## src/rtl/mac_ctrl_pkg.sv

```systemverilog
// mac_ctrl_pkg: shared state encoding and default widths for the MAC dot-product sequencer.
package mac_ctrl_pkg;
    localparam int DEF_DW      = 16;
    localparam int DEF_ACC_W   = 36;
    localparam int DEF_LEN_W   = 8;
    localparam int DEF_MAC_LAT = 2;

    typedef enum logic [2:0] {
        ST_IDLE,
        ST_CLEAR,
        ST_ACCUM,
        ST_DRAIN,
        ST_DONE
    } state_t;
endpackage

```

## src/rtl/mac_len_counter.sv

```systemverilog
// mac_len_counter: loadable down-counter tracking the remaining operand beats of a job.
module mac_len_counter
    import mac_ctrl_pkg::*;
#(
    parameter int W = DEF_LEN_W
) (
    input  logic         clk,
    input  logic         reset,
    input  logic         load,
    input  logic         dec,
    input  logic [W-1:0] load_val,
    output logic         is_one,
    output logic         is_zero
);
    logic [W-1:0] count;

    always_ff @(posedge clk) begin
        if (!reset)
            count <= '0;
        else if (load)
            count <= load_val;
        else if (dec && count != '0)
            count <= count - 1'b1;
    end

    assign is_one  = count == W'(1);
    assign is_zero = count == '0;
endmodule

```

## src/rtl/mac_dot_ctrl.sv

```systemverilog
// mac_dot_ctrl: sequences one LEN-pair dot product through an external 16x16 MAC and
// hands the sum off on a valid/ready result port.
module mac_dot_ctrl
    import mac_ctrl_pkg::*;
#(
    parameter int DW      = DEF_DW,
    parameter int ACC_W   = DEF_ACC_W,
    parameter int LEN_W   = DEF_LEN_W,
    parameter int MAC_LAT = DEF_MAC_LAT
) (
    input  logic             clk,
    input  logic             reset,
    input  logic             start,
    input  logic [LEN_W-1:0] len,
    output logic             busy,
    input  logic             in_valid,
    output logic             in_ready,
    input  logic [DW-1:0]    in_a,
    input  logic [DW-1:0]    in_b,
    output logic [DW-1:0]    mac_a,
    output logic [DW-1:0]    mac_b,
    output logic             mac_clr_n,
    input  logic [ACC_W-1:0] mac_out,
    output logic             res_valid,
    input  logic             res_ready,
    output logic [ACC_W-1:0] res_data
);
    localparam int DRN_W = (MAC_LAT > 1) ? $clog2(MAC_LAT) : 1;

    state_t           state, state_nx;
    logic             beat, accept, is_one, is_zero, drn_last;
    logic [DRN_W-1:0] drn;

    assign accept   = state == ST_IDLE && start;
    assign beat     = in_valid && in_ready;
    assign drn_last = state == ST_DRAIN && drn == '0;

    mac_len_counter #(.W(LEN_W)) u_len_counter (
        .clk      (clk),
        .reset    (reset),
        .load     (accept),
        .dec      (beat),
        .load_val (len),
        .is_one   (is_one),
        .is_zero  (is_zero)
    );

    always_ff @(posedge clk) begin
        if (!reset)
            state <= ST_IDLE;
        else
            state <= state_nx;
    end

    always_comb begin
        state_nx = state;
        case (state)
            ST_IDLE:  state_nx = start ? ST_CLEAR : ST_IDLE;
            ST_CLEAR: state_nx = is_zero ? ST_DRAIN : ST_ACCUM;
            ST_ACCUM: state_nx = (beat && is_one) ? ST_DRAIN : ST_ACCUM;
            ST_DRAIN: state_nx = drn_last ? ST_DONE : ST_DRAIN;
            ST_DONE:  state_nx = res_ready ? ST_IDLE : ST_DONE;
            default:  state_nx = ST_IDLE;
        endcase
    end

    // Drain counter reloads whenever outside DRAIN so every drain lasts exactly MAC_LAT cycles.
    always_ff @(posedge clk) begin
        if (!reset)
            drn <= '0;
        else if (state != ST_DRAIN)
            drn <= DRN_W'(MAC_LAT - 1);
        else if (drn != '0)
            drn <= drn - 1'b1;
    end

    always_ff @(posedge clk) begin
        if (!reset)
            res_data <= '0;
        else if (drn_last)
            res_data <= mac_out;
    end

    assign busy      = state != ST_IDLE;
    assign in_ready  = state == ST_ACCUM;
    assign res_valid = state == ST_DONE;
    // Held in clear while reset is low so an aborted job leaves nothing in the MAC.
    assign mac_clr_n = reset && state != ST_CLEAR;
    assign mac_a     = beat ? in_a : '0;
    assign mac_b     = beat ? in_b : '0;
endmodule

```

## config.mk

```make
export PLATFORM = sky130hd
export DESIGN_NAME = mac_dot_ctrl
export DESIGN_NICKNAME = d
export VERILOG_FILES = /design/src/rtl/mac_ctrl_pkg.sv /design/src/rtl/mac_len_counter.sv /design/src/rtl/mac_dot_ctrl.sv
export SDC_FILE = /design/constraint.sdc
export NUM_CORES = 1
export LEC_CHECK = 0
export ABC_AREA = 1
export BUFFER_PORTS_ARGS = -buffer_cell sky130_fd_sc_hd__buf_4
export CORE_AREA = 2 2 80 82
export CTS_BUF_LIST = sky130_fd_sc_hd__clkbuf_2 sky130_fd_sc_hd__clkbuf_4 sky130_fd_sc_hd__clkbuf_8
export CTS_CLUSTER_SIZE = 24
export DETAILED_ROUTE_END_ITERATION = 16
export DIE_AREA = 0 0 82 84
export GPL_ROUTABILITY_DRIVEN = 0
export PLACE_DENSITY_LB_ADDON = 0.05
export SLEW_MARGIN = 20
export SYNTH_ARGS = -nofsm -noshare
export SYNTH_HDL_FRONTEND = slang
export SYNTH_SLANG_ARGS = --single-unit
```

## constraint.sdc

```tcl
create_clock -name clk -period 3.85 [get_ports clk]
set_input_delay 0.9625 -clock clk [delete_from_list [all_inputs] [get_ports clk]]
set_output_delay 0.9625 -clock clk [all_outputs]
set_load 0.03 [all_outputs]
```

==> metrics.md <==
| Metric | Value |
|---|---|
| # diodes | 0 |
| Synth Area in Adders | 1.59% |
| DRT iter0 DRCs | 80 |
| Largest net degree at the start of global routing | 48 |
| CTS tree | built |
| Worst min path class | flop to flop |
| Post-synthesis sequential area ratio | 40.8% |
| Layout cell share with drive strength beyond 1 | 34.3% |
| # nets final | 591 |
| Max FO, Critical Path | 33 |
| Drt drc | 0 |
| Post-synthesis compound-gate area fraction | 10.2% |
| Crit path capture type | primary output |
| Post-route cell area | 3600 sq um |
| Setup TNS | 0 ns |
| Die Y | 84 um |
| Least-Margin Pin Slew | 0.741 ns |
| Clock Latency Late Sink | 0.30 ns |
| Max Freq | 358 MHz |
| Row count | 29 |
| Post-route insts no fill | 585 |
| Synth warnings | 0 |
| Die width | 82 um |
| Flops & latches, synth | 48 |
| Post-DP HPWL | 4760 um |
| Grt ovf | 0 |
| Period utilization | 72.6% |
| Die area | 6890 sq um |
| Post-synthesis cell type count | 25 |
| Post-CTS setup buffers | 0 |
| Drt first pass iters | 6 |
| PwrDens | 355 nW/um^2 |
| Startpoint types | input pin |
| Core ar. | 6100 sq um |
| Area growth, synth to finish | 52.9% |
| Via density | 4.52 |
| Slew margin rel. | 50.5% |
| Starting Density | 38.6% |
| Leak Pwr | 2.05 nW |
| Area after DPL | 3490 sq um |
| Main combinational cell family by area after synthesis | simple AND/OR/NAND/NOR gates |
| Final hold vios | 0 |
| Total GRT Usage | 18.7% |
| Clock skew | 0.00225 ns |
| Final Power | 0.00128 W |
| Average wire per standard cell | 11.2 um |
| Top-Level Pins | 153 |
| H-tree levels | 2 |
| First-pass GRT wire length | 10300 um |
| VDD IR max | 0.256 mV |
| Dpl cells | 577 |
| WP data required | 2.89 ns |
| Finished Core Util | 59.1% |
| CTS root buffer | clkbuf_8 |
| Post-synthesis cell area | 2360 sq um |
| Simple-gate area share of the yosys netlist | 33.6% |
| Arrival time of the worst setup path | 1.83 ns |
| # hold bufs at CTS | 0 |
| Avg Cell Area, Syn | 6.49 sq um |
| Clock Sinks | 48 |
| Clock transition at the registers of the reported paths | 0.08 ns |
| Layout fillers | 594 |
| Max Cap Viol | 0 |
| Initial antenna violation count | 0 |
| Syn Nets | 447 |
| Cts repair resizes | 0 |
| Number of routed nets with antenna violations | 0 |
| Post-route minimum period | 2.79 ns |
| Port buffer count | 152 |
| Number of global-route vias before repair | 2357 |
| Bufs on Longest Clock Path | 2 |
| Crit Path Class | input pin to primary output |
| RSZ-0062 raised after global routing | false |
| Fin. max-slew vios | 0 |
| Post-Synth XOR/XNOR Area | 0.372% |
| Via count | 2645 |
| Detailed Route WL | 6560 um |
| Final setup fails | 0 |
| Mux contribution to synthesized area | 0% |
| Status | finished clean |
| Syn Inst Count | 363 |
| CTS Buf Count | 5 |
-- stage by stage --
stage	setup slack (ns)	hold WS (ns)
floorplan	1.12	0.497
global placement	1.08	0.494
detailed placement	1.04	0.499
CTS	1.04	0.527
global route	0.933	0.549
finish	1.06	0.519
-- path summary, 6_finish.rpt --
| check | from | endpoint | slack [ns] | cells past startpoint |
|---|---|---|---|---|
| min reg2reg | res_data[30] | res_data[30] | 0.52 | 2 |
| min | res_data[30] | res_data[30] | 0.52 | 2 |
| max | in_valid | mac_a[9] | 1.06 | 6 |
| max reg2reg | state[1] | res_data[32] | 1.99 | 5 |
-- metal layers --
layer / global-route usage [%] / up-vias / share of wire, %
met4: 5.76 / 0 / 1.8
met2: 32.3 / 108 / 48
met5: 0 / - / 0
li1: - / 1380 / -
met3: 6.28 / 9 / 10
met1: 21.3 / 1148 / 40
-- logic make-up after synthesis --
logic type / count (synthesis)
AOI/OAI and AO/OA: 48
buffers and inverters: 71
xor gates and xnor gates: 1
DFF: 48
adders and majority gates: 3
and+or+nand+nor: 192
-- Yosys cell counts --
master / count / area share [%]
nor2_1: 131 / 21
inv_1: 50 / 8.0
dfxtp_1: 48 / 41
o21ai_0: 42 / 8.9
nand2_1: 37 / 5.9
nand3_1: 12 / 2.5
clkbuf_1: 5 / 0.80
buf_6: 4 / 1.9
inv_2: 4 / 0.64
a21oi_1: 3 / 0.64
buf_2: 3 / 0.64
buf_4: 3 / 0.96
ha_1: 3 / 1.6
nor3_1: 3 / 0.64
inv_4: 2 / 0.53
nand3_2: 2 / 0.85
nor2_2: 2 / 0.53
o21ai_1: 2 / 0.42
a31oi_1: 1 / 0.27
nand2_2: 1 / 0.27
nand2_4: 1 / 0.48
nand3_4: 1 / 0.74
nand4_1: 1 / 0.27
nor2_4: 1 / 0.48
xnor2_1: 1 / 0.37
-- flip-flops by register name, summed over array words and instances, names as in the netlist --
signal,count
state,3
u_len_counter.count,8
drn,1
res_data,36
-- power breakdown --
group	switching (W)	internal, W	leakage, nW
Sequential	0.0000251	0.000524	0.390
Combinational	0.000212	0.000155	1.60
Clock	0.000164	0.000200	0.0586
Total	0.000401	0.000879	2.05
-- cell type report --
| cell class | count | area (sq um) | share of cell area, % |
|---|---|---|---|
| Multi-Input combinational cell | 244 | 1080 | 29.9 |
| Clock buffer | 6 | 76.3 | 2.12 |
| Timing Repair Buffer | 152 | 1140 | 31.7 |
| Sequential cell | 48 | 961 | 26.7 |
| Inverter | 56 | 215 | 5.97 |
| Clock inverter | 2 | 35.0 | 0.972 |
| Tap cell | 77 | 96.3 | 2.67 |
-- cells in the final DEF (no fill, tap or decap), drive strengths merged --
| master | synthesis | layout |
|---|---|---|
| xnor2 | 1 | 1 |
| clkbuf | 5 | 6 |
| bufinv | 0 | 1 |
| buf | 10 | 152 |
| a31oi | 1 | 1 |
| o21ai | 44 | 44 |
| dfxtp | 48 | 48 |
| clkinv | 0 | 1 |
| a21oi | 3 | 3 |
| nand3 | 15 | 15 |
| nand4 | 1 | 1 |
| inv | 56 | 56 |
| nor3 | 3 | 3 |
| nand2 | 39 | 39 |
| nor2 | 134 | 134 |
| ha | 3 | 3 |
-- worst max-delay path: stages --
cell and delay, ns:
buf_4 0.11, inv_1 0.05, nor2_2 0.05, inv_2 0.37, nor2_1 0.10, buf_4 0.19
No activity file was read; power rests on OpenSTA's default activity.
